[src/rtl/cs_sequencer_pkg.sv]
// Shared encodings for the ARC control-store address sequencer:
// microword condition codes, sequencer states and fixed control-store addresses.
package cs_sequencer_pkg;

  localparam int CS_ADDR_W = 11;
  localparam int COND_W    = 3;

  localparam logic [COND_W-1:0] COND_NEXT   = 3'b000;
  localparam logic [COND_W-1:0] COND_N      = 3'b001;
  localparam logic [COND_W-1:0] COND_Z      = 3'b010;
  localparam logic [COND_W-1:0] COND_V      = 3'b011;
  localparam logic [COND_W-1:0] COND_C      = 3'b100;
  localparam logic [COND_W-1:0] COND_IR13   = 3'b101;
  localparam logic [COND_W-1:0] COND_JUMP   = 3'b110;
  localparam logic [COND_W-1:0] COND_DECODE = 3'b111;

  typedef enum logic {
    ST_RUN     = 1'b0,
    ST_MEMWAIT = 1'b1
  } state_e;

  localparam logic [CS_ADDR_W-1:0] CS_FETCH  = 11'd0;
  localparam logic [CS_ADDR_W-1:0] CS_DECODE = 11'd1;

  // Decode entry point: op and op3 select a 4-word slot in the upper half of the store.
  function automatic logic [CS_ADDR_W-1:0] decode_addr(input logic [31:0] ir);
    return {1'b1, ir[31:30], ir[24:19], 2'b00};
  endfunction

endpackage

[src/rtl/cs_branch_select.sv]
// Combinational next-address mux: CSAR+1, microword jump target, or IR decode address.
module cs_branch_select
  import cs_sequencer_pkg::*;
#(
  parameter int DATAWIDTH_JUMPADDRESS = 11,
  parameter int DATAWIDTH_CONDITION   = 3,
  parameter int DATAWIDTH_IR          = 32
) (
  input  logic [DATAWIDTH_CONDITION-1:0]   condition,
  input  logic                             flag_n,
  input  logic                             flag_z,
  input  logic                             flag_v,
  input  logic                             flag_c,
  input  logic [DATAWIDTH_IR-1:0]          ir,
  input  logic [DATAWIDTH_JUMPADDRESS-1:0] jump_address,
  input  logic [DATAWIDTH_JUMPADDRESS-1:0] csar,
  output logic [DATAWIDTH_JUMPADDRESS-1:0] next_address
);

  localparam logic [DATAWIDTH_JUMPADDRESS-1:0] ADDR_ONE = 1;

  logic take_jump;

  // NOTE: every output of this block gets a default first, so no path leaves it unassigned and no latch is inferred.
  always_comb begin
    take_jump    = 1'b0;
    next_address = csar + ADDR_ONE;
    unique case (condition)
      COND_N:    take_jump = flag_n;
      COND_Z:    take_jump = flag_z;
      COND_V:    take_jump = flag_v;
      COND_C:    take_jump = flag_c;
      COND_IR13: take_jump = ir[13];
      COND_JUMP: take_jump = 1'b1;
      COND_DECODE: next_address = decode_addr(ir);
      default:   take_jump = 1'b0;
    endcase
    if (take_jump) next_address = jump_address;
  end

endmodule

[src/rtl/cs_address_sequencer.sv]
// ARC micro-sequencer: owns the CSAR, selects the next microaddress each cycle and
// holds the microprogram while a main-memory access is outstanding.
module cs_address_sequencer
  import cs_sequencer_pkg::*;
#(
  parameter int DATAWIDTH_JUMPADDRESS = 11,
  parameter int DATAWIDTH_CONDITION   = 3,
  parameter int DATAWIDTH_IR          = 32
) (
  input  logic                             CS_ADDRESS_SEQUENCER_CLOCK_50,
  input  logic                             CS_ADDRESS_SEQUENCER_ResetInHigh_In,
  input  logic [DATAWIDTH_CONDITION-1:0]   CS_ADDRESS_SEQUENCER_Condition_InBus,
  input  logic [DATAWIDTH_JUMPADDRESS-1:0] CS_ADDRESS_SEQUENCER_JumpAddress_InBus,
  input  logic                             CS_ADDRESS_SEQUENCER_RD_In,
  input  logic                             CS_ADDRESS_SEQUENCER_WR_In,
  input  logic                             CS_ADDRESS_SEQUENCER_MemDone_In,
  input  logic [DATAWIDTH_IR-1:0]          CS_ADDRESS_SEQUENCER_IR_InBus,
  input  logic                             CS_ADDRESS_SEQUENCER_FlagN_In,
  input  logic                             CS_ADDRESS_SEQUENCER_FlagZ_In,
  input  logic                             CS_ADDRESS_SEQUENCER_FlagV_In,
  input  logic                             CS_ADDRESS_SEQUENCER_FlagC_In,
  output logic [DATAWIDTH_JUMPADDRESS-1:0] CS_ADDRESS_SEQUENCER_CSAddress_OutBus,
  output logic                             CS_ADDRESS_SEQUENCER_Stall_Out
);

  state_e                           state_q, state_d;
  logic [DATAWIDTH_JUMPADDRESS-1:0] csar_q, csar_d;
  logic [DATAWIDTH_JUMPADDRESS-1:0] next_address;
  logic                             mem_req;
  logic                             stall;

  cs_branch_select #(
    .DATAWIDTH_JUMPADDRESS(DATAWIDTH_JUMPADDRESS),
    .DATAWIDTH_CONDITION  (DATAWIDTH_CONDITION),
    .DATAWIDTH_IR         (DATAWIDTH_IR)
  ) u_branch_select (
    .condition   (CS_ADDRESS_SEQUENCER_Condition_InBus),
    .flag_n      (CS_ADDRESS_SEQUENCER_FlagN_In),
    .flag_z      (CS_ADDRESS_SEQUENCER_FlagZ_In),
    .flag_v      (CS_ADDRESS_SEQUENCER_FlagV_In),
    .flag_c      (CS_ADDRESS_SEQUENCER_FlagC_In),
    .ir          (CS_ADDRESS_SEQUENCER_IR_InBus),
    .jump_address(CS_ADDRESS_SEQUENCER_JumpAddress_InBus),
    .csar        (csar_q),
    .next_address(next_address)
  );

  assign mem_req = CS_ADDRESS_SEQUENCER_RD_In | CS_ADDRESS_SEQUENCER_WR_In;

  always_comb begin
    state_d = state_q;
    csar_d  = csar_q;
    stall   = 1'b0;
    unique case (state_q)
      ST_RUN: begin
        if (mem_req && !CS_ADDRESS_SEQUENCER_MemDone_In) begin
          state_d = ST_MEMWAIT;
          stall   = 1'b1;
        end else begin
          csar_d = next_address;
        end
      end
      ST_MEMWAIT: begin
        // The request may be dropped while waiting; only completion releases the hold.
        if (CS_ADDRESS_SEQUENCER_MemDone_In) begin
          csar_d  = next_address;
          state_d = ST_RUN;
        end else begin
          stall = 1'b1;
        end
      end
      default: state_d = ST_RUN;
    endcase
  end

  // NOTE: state registers use non-blocking assignments so every flop samples pre-edge values.
  always_ff @(posedge CS_ADDRESS_SEQUENCER_CLOCK_50) begin
    if (CS_ADDRESS_SEQUENCER_ResetInHigh_In) begin
      state_q <= ST_RUN;
      csar_q  <= CS_FETCH;
    end else begin
      state_q <= state_d;
      csar_q  <= csar_d;
    end
  end

  assign CS_ADDRESS_SEQUENCER_CSAddress_OutBus = csar_q;
  // Reset overrides any pending access, so no stall is reported while it is held.
  assign CS_ADDRESS_SEQUENCER_Stall_Out = stall & ~CS_ADDRESS_SEQUENCER_ResetInHigh_In;

endmodule

[config.mk]
export PLATFORM = sky130hd
export DESIGN_NAME = cs_address_sequencer
export DESIGN_NICKNAME = d
export VERILOG_FILES = /design/src/rtl/cs_sequencer_pkg.sv /design/src/rtl/cs_branch_select.sv /design/src/rtl/cs_address_sequencer.sv
export SDC_FILE = /design/constraint.sdc
export NUM_CORES = 1
export LEC_CHECK = 0
export CORE_MARGIN = 5
export CORE_UTILIZATION = 29
export DETAILED_ROUTE_END_ITERATION = 8
export PLACE_DENSITY = 0.84
export SLEW_MARGIN = 5
export SYNTH_ARGS = -nofsm -noshare
export SYNTH_HDL_FRONTEND = slang
export SYNTH_SLANG_ARGS = --single-unit
[constraint.sdc]
create_clock -name CS_ADDRESS_SEQUENCER_CLOCK_50 -period 1.6 [get_ports CS_ADDRESS_SEQUENCER_CLOCK_50]
set_clock_uncertainty 0.1 [all_clocks]
set_input_delay 0.32 -clock CS_ADDRESS_SEQUENCER_CLOCK_50 [delete_from_list [all_inputs] [get_ports CS_ADDRESS_SEQUENCER_CLOCK_50]]
set_output_delay 0.32 -clock CS_ADDRESS_SEQUENCER_CLOCK_50 [all_outputs]
set_load 0.005 [all_outputs]
==> metrics.md <==
| Metric | Value |
|---|---|
| Number of global-route vias before repair | `1112` |
| Max-cap viol count | `0` |
| Drt first pass iters | `4` |
| Pre-CTS WS | `-0.6404 ns` |
| Final #Nets | `234` |
| Row count | `19` |
| Peak Freq | `622.8 MHz` |
| WHS Path Cells | `2` |
| Worst skew pair latency | `0.28 ns` |
| Setup-failing EPs final | `2` |
| First-pass GRT wire length | `5.250 mm` |
| Req. time, crit path | `1.70 ns` |
| Endpoints failing hold | `0` |
| Final Max Slew Viols | `0` |
| Most frequent cells in the layout | `23 x buf_4, 22 x clkdlybuf4s50_1, 21 x nor2_1` |
| PD cells | `637.8 mW/mm^2` |
| FFs w/ async S/R, synth | `0%` |
| Hold WS | `0.4008 ns` |
| Max VDD drop | `0.0003911 V` |
| R2R Path End | `CS_ADDRESS_SEQUENCER_CSAddress_OutBus[7]` |
| Drt first-iter violations | `35` |
| Routed Antenna Nets | `0` |
| Starting density of the core | `30.49%` |
| Hold Startpoint | `CS_ADDRESS_SEQUENCER_CSAddress_OutBus[10]` |
| Residual DRC | `0` |
| Hold EP | `CS_ADDRESS_SEQUENCER_CSAddress_OutBus[10]` |
| Die width | `63.85 microns` |
| Clock network power share | `24.5%` |
| Syn Inst Count | `108` |
| CTS tree | `done` |
| Setup WS post-layout | `-0.005531 ns` |
| Total die area | `0.004076 sq mm` |
| EDFF count, synth | `0` |
| Clk sinks | `12` |
| Placed wire-length estimate | `2.216 mm` |
| Total global routing overflow | `0` |
| CTS root buffer | `clkbuf_4` |
| Sw Ratio | `a little under a third` |
| TNS Setup | `-0.007929 ns` |
| P_leak | `0.6842 nW` |
| Layout Utilization | `58.98%` |
| Final period utilization | `100.3%` |
| Clock Tree Buf Depth | `2` |
| Worst hold path class | `reg -> reg` |
| Area growth from synthesis to layout | `93.45%` |
| # diodes | `0` |
| Layout cell share with drive strength beyond 1 | `36.16%` |
| Avg Cell Area, Syn | `7.785 sq um` |
| Post-synth net total | `roughly 160` |
| Yosys reg bits | `12` |
| Largest net degree at the start of global routing | `16` |
| Max-slew headroom | `a little under two thirds` |
| R2R cell count | `6` |
| Io pins | `67` |
| Area of the mapped netlist | `840.8 sq um` |
| Initial antenna violation count | `0` |
| Data arrival time of the critical path | `approximately 1.7 ns` |
| Critical path class | `reg -> reg` |
| Vias per cell | `5.279` |
| Yosys Warn Count | `0` |
| Worst r2r src | `CS_ADDRESS_SEQUENCER_CSAddress_OutBus[0]` |
| Reg-to-reg slack, setup | `-0.006 ns` |
| Sequential Power Share | `34.7%` |
| CP Max Fanout | `4` |
| Combinational power share | `between 40% and 50%` |
| H-Tree Depth | `1` |
| Main flop type after synthesis | `dfxtp_1` |
| Routed len/inst | `between 15 and 20 microns` |
| Routability cong. | `just under 0.8` |
| Cts bufs inserted | `3` |
| Tot Pwr | `1.037 mW` |
| CP Capture Type | `flip-flop` |
| Cell-internal power | `0.7202 mW` |
| Commonest non-fill, non-tap cell in the layout | `buf_4` |
| Failing checks | `setup timing` |
| Outcome | `complete, but fails checks` |
| Seq/Total Area, Yosys | `28.57%` |
| Routed WL | `3.281 mm` |
| I/O Buffers | `between 40 and 50` |
| RSZ-0062 raised after global routing | `true` |
| Filler cells | `roughly 240` |
| Worst Setup Start Kind | `flip-flop` |
| Chip Height | `approximately 64 microns` |
| Synth cell types | `33` |
| Via total after detailed routing | `around 1.1k` |
| Tmin final | `1.606 ns` |
| CTS clock-pin slew for the worst setup and hold paths | `0.09 ns` |
| Worst-Margin Slew | `around 0.54 ns` |
| Core ar. | `0.002758 sq mm` |
| NetSw | `0.3172 mW` |
| GR Util All Layers | `15.67%` |
-- power groups by stage --
| stage | sequential [mW] | clock [mW] | combinational [mW] |
|---|---|---|---|
| 4_1_cts | 0.354 | 0.256 | 0.404 |
| 6_report | 0.360 | 0.255 | 0.423 |
| 3_3_place_gp | 0.357 | 0 | 0.368 |
| 3_5_place_dp | 0.359 | 0 | 0.376 |
| 5_1_grt | 0.365 | 0.270 | 0.455 |
| 2_1_floorplan | 0.368 | 0 | 0.146 |
-- worst max-delay path by stage --
stage	start	end	slack (ns)
2_1_floorplan	CS_ADDRESS_SEQUENCER_CSAddress_OutBus[1]	CS_ADDRESS_SEQUENCER_CSAddress_OutBus[8]	0.006
3_3_place_gp	CS_ADDRESS_SEQUENCER_WR_In	CS_ADDRESS_SEQUENCER_Stall_Out	-0.61
3_5_place_dp	CS_ADDRESS_SEQUENCER_Condition_InBus[1]	CS_ADDRESS_SEQUENCER_CSAddress_OutBus[0]	-0.64
4_1_cts	CS_ADDRESS_SEQUENCER_CSAddress_OutBus[8]	CS_ADDRESS_SEQUENCER_CSAddress_OutBus[8]	-0.01
5_1_grt	CS_ADDRESS_SEQUENCER_CSAddress_OutBus[7]	CS_ADDRESS_SEQUENCER_CSAddress_OutBus[10]	-0.11
6_report	CS_ADDRESS_SEQUENCER_CSAddress_OutBus[0]	CS_ADDRESS_SEQUENCER_CSAddress_OutBus[7]	-0.006
-- synth_stat cells, drive strengths merged (2+ instances only) --
cell type	n	area, sq um
nor2	23	86.33
dfxtp	12	240.2
a21oi	8	40.04
a211o	7	61.31
xnor2	7	61.31
nand2	5	18.77
a211oi	4	30.03
buf	4	28.78
nand3	4	25.02
a221oi	3	26.28
a311oi	3	26.28
inv	3	11.26
nand3b	3	22.52
nor3	3	15.01
clkbuf	2	7.510
nand4	2	12.51
xor2	2	17.52
-- worst max-delay path, cell delays in order (launching register included) --
cell and delay (ns):
dfxtp_4 0.38, buf_6 0.11, nand4_1 0.17, nor2_1 0.19
xnor2_1 0.11, a211o_1 0.27, a211oi_2 0.20
-- logic make-up after synthesis --
kind of cell             after synthesis  share of synthesized area, %
AO/OA/AOI/OAI                         29                         26.04
XOR/XNOR                               9                         9.376
adder cells (fa/ha/maj)                1                         1.488
buffers and inverters                  9                         5.655
flip-flops                            12                         28.57
multiplexers                           1                         1.191
AND/OR/NAND/NOR                       47                         27.68
-- per-layer routing --
layer  share of wire [%]  track usage, %  wire, microns  up-vias
li1                    -               -              -      531
met1                  41           18.53           1348      524
met4                 2.3           5.974             75        0
met5                   0               0              0        -
met2                  50           26.63           1638       34
met3                 6.6           4.378            218        9
-- metrics by stage --
step           cells  instance area, sq um
6_report         208                  1627
5_1_grt          208                  1627
4_1_cts          208                  1583
3_5_place_dp     197                  1453
3_3_place_gp     197                  1453
2_1_floorplan    108                 849.6
-- what timing repair did --
| item | CTS | global route |
|---|---|---|
| resized for setup | 49 | 22 |
| endpoints found under the setup margin | 23 | 15 |
| gates cloned | 1 | 0 |
| hold endpoints to repair | 0 | 0 |
| hold buffers | 0 | 0 |
| pin swaps | 12 | 13 |
| setup buffers | 6 | 1 |
-- flip-flops by register name, summed over array words and instances, names as in the netlist --
register	cells
CS_ADDRESS_SEQUENCER_CSAddress_OutBus	11
state_q	1
-- cell type report --
| cell class | instances | area [sq um] | area share, % |
|---|---|---|---|
| multi-input combinational | 88 | 640.6 | 39.38 |
| sequential | 12 | 266.5 | 16.38 |
| timing repair buffer | 70 | 633.1 | 38.92 |
| inverter | 3 | 11.26 | 0.6923 |
| clock buffer | 4 | 36.28 | 2.231 |
| tap | 31 | 38.79 | 2.385 |
Note: power is estimated with default switching activity, not from simulation.
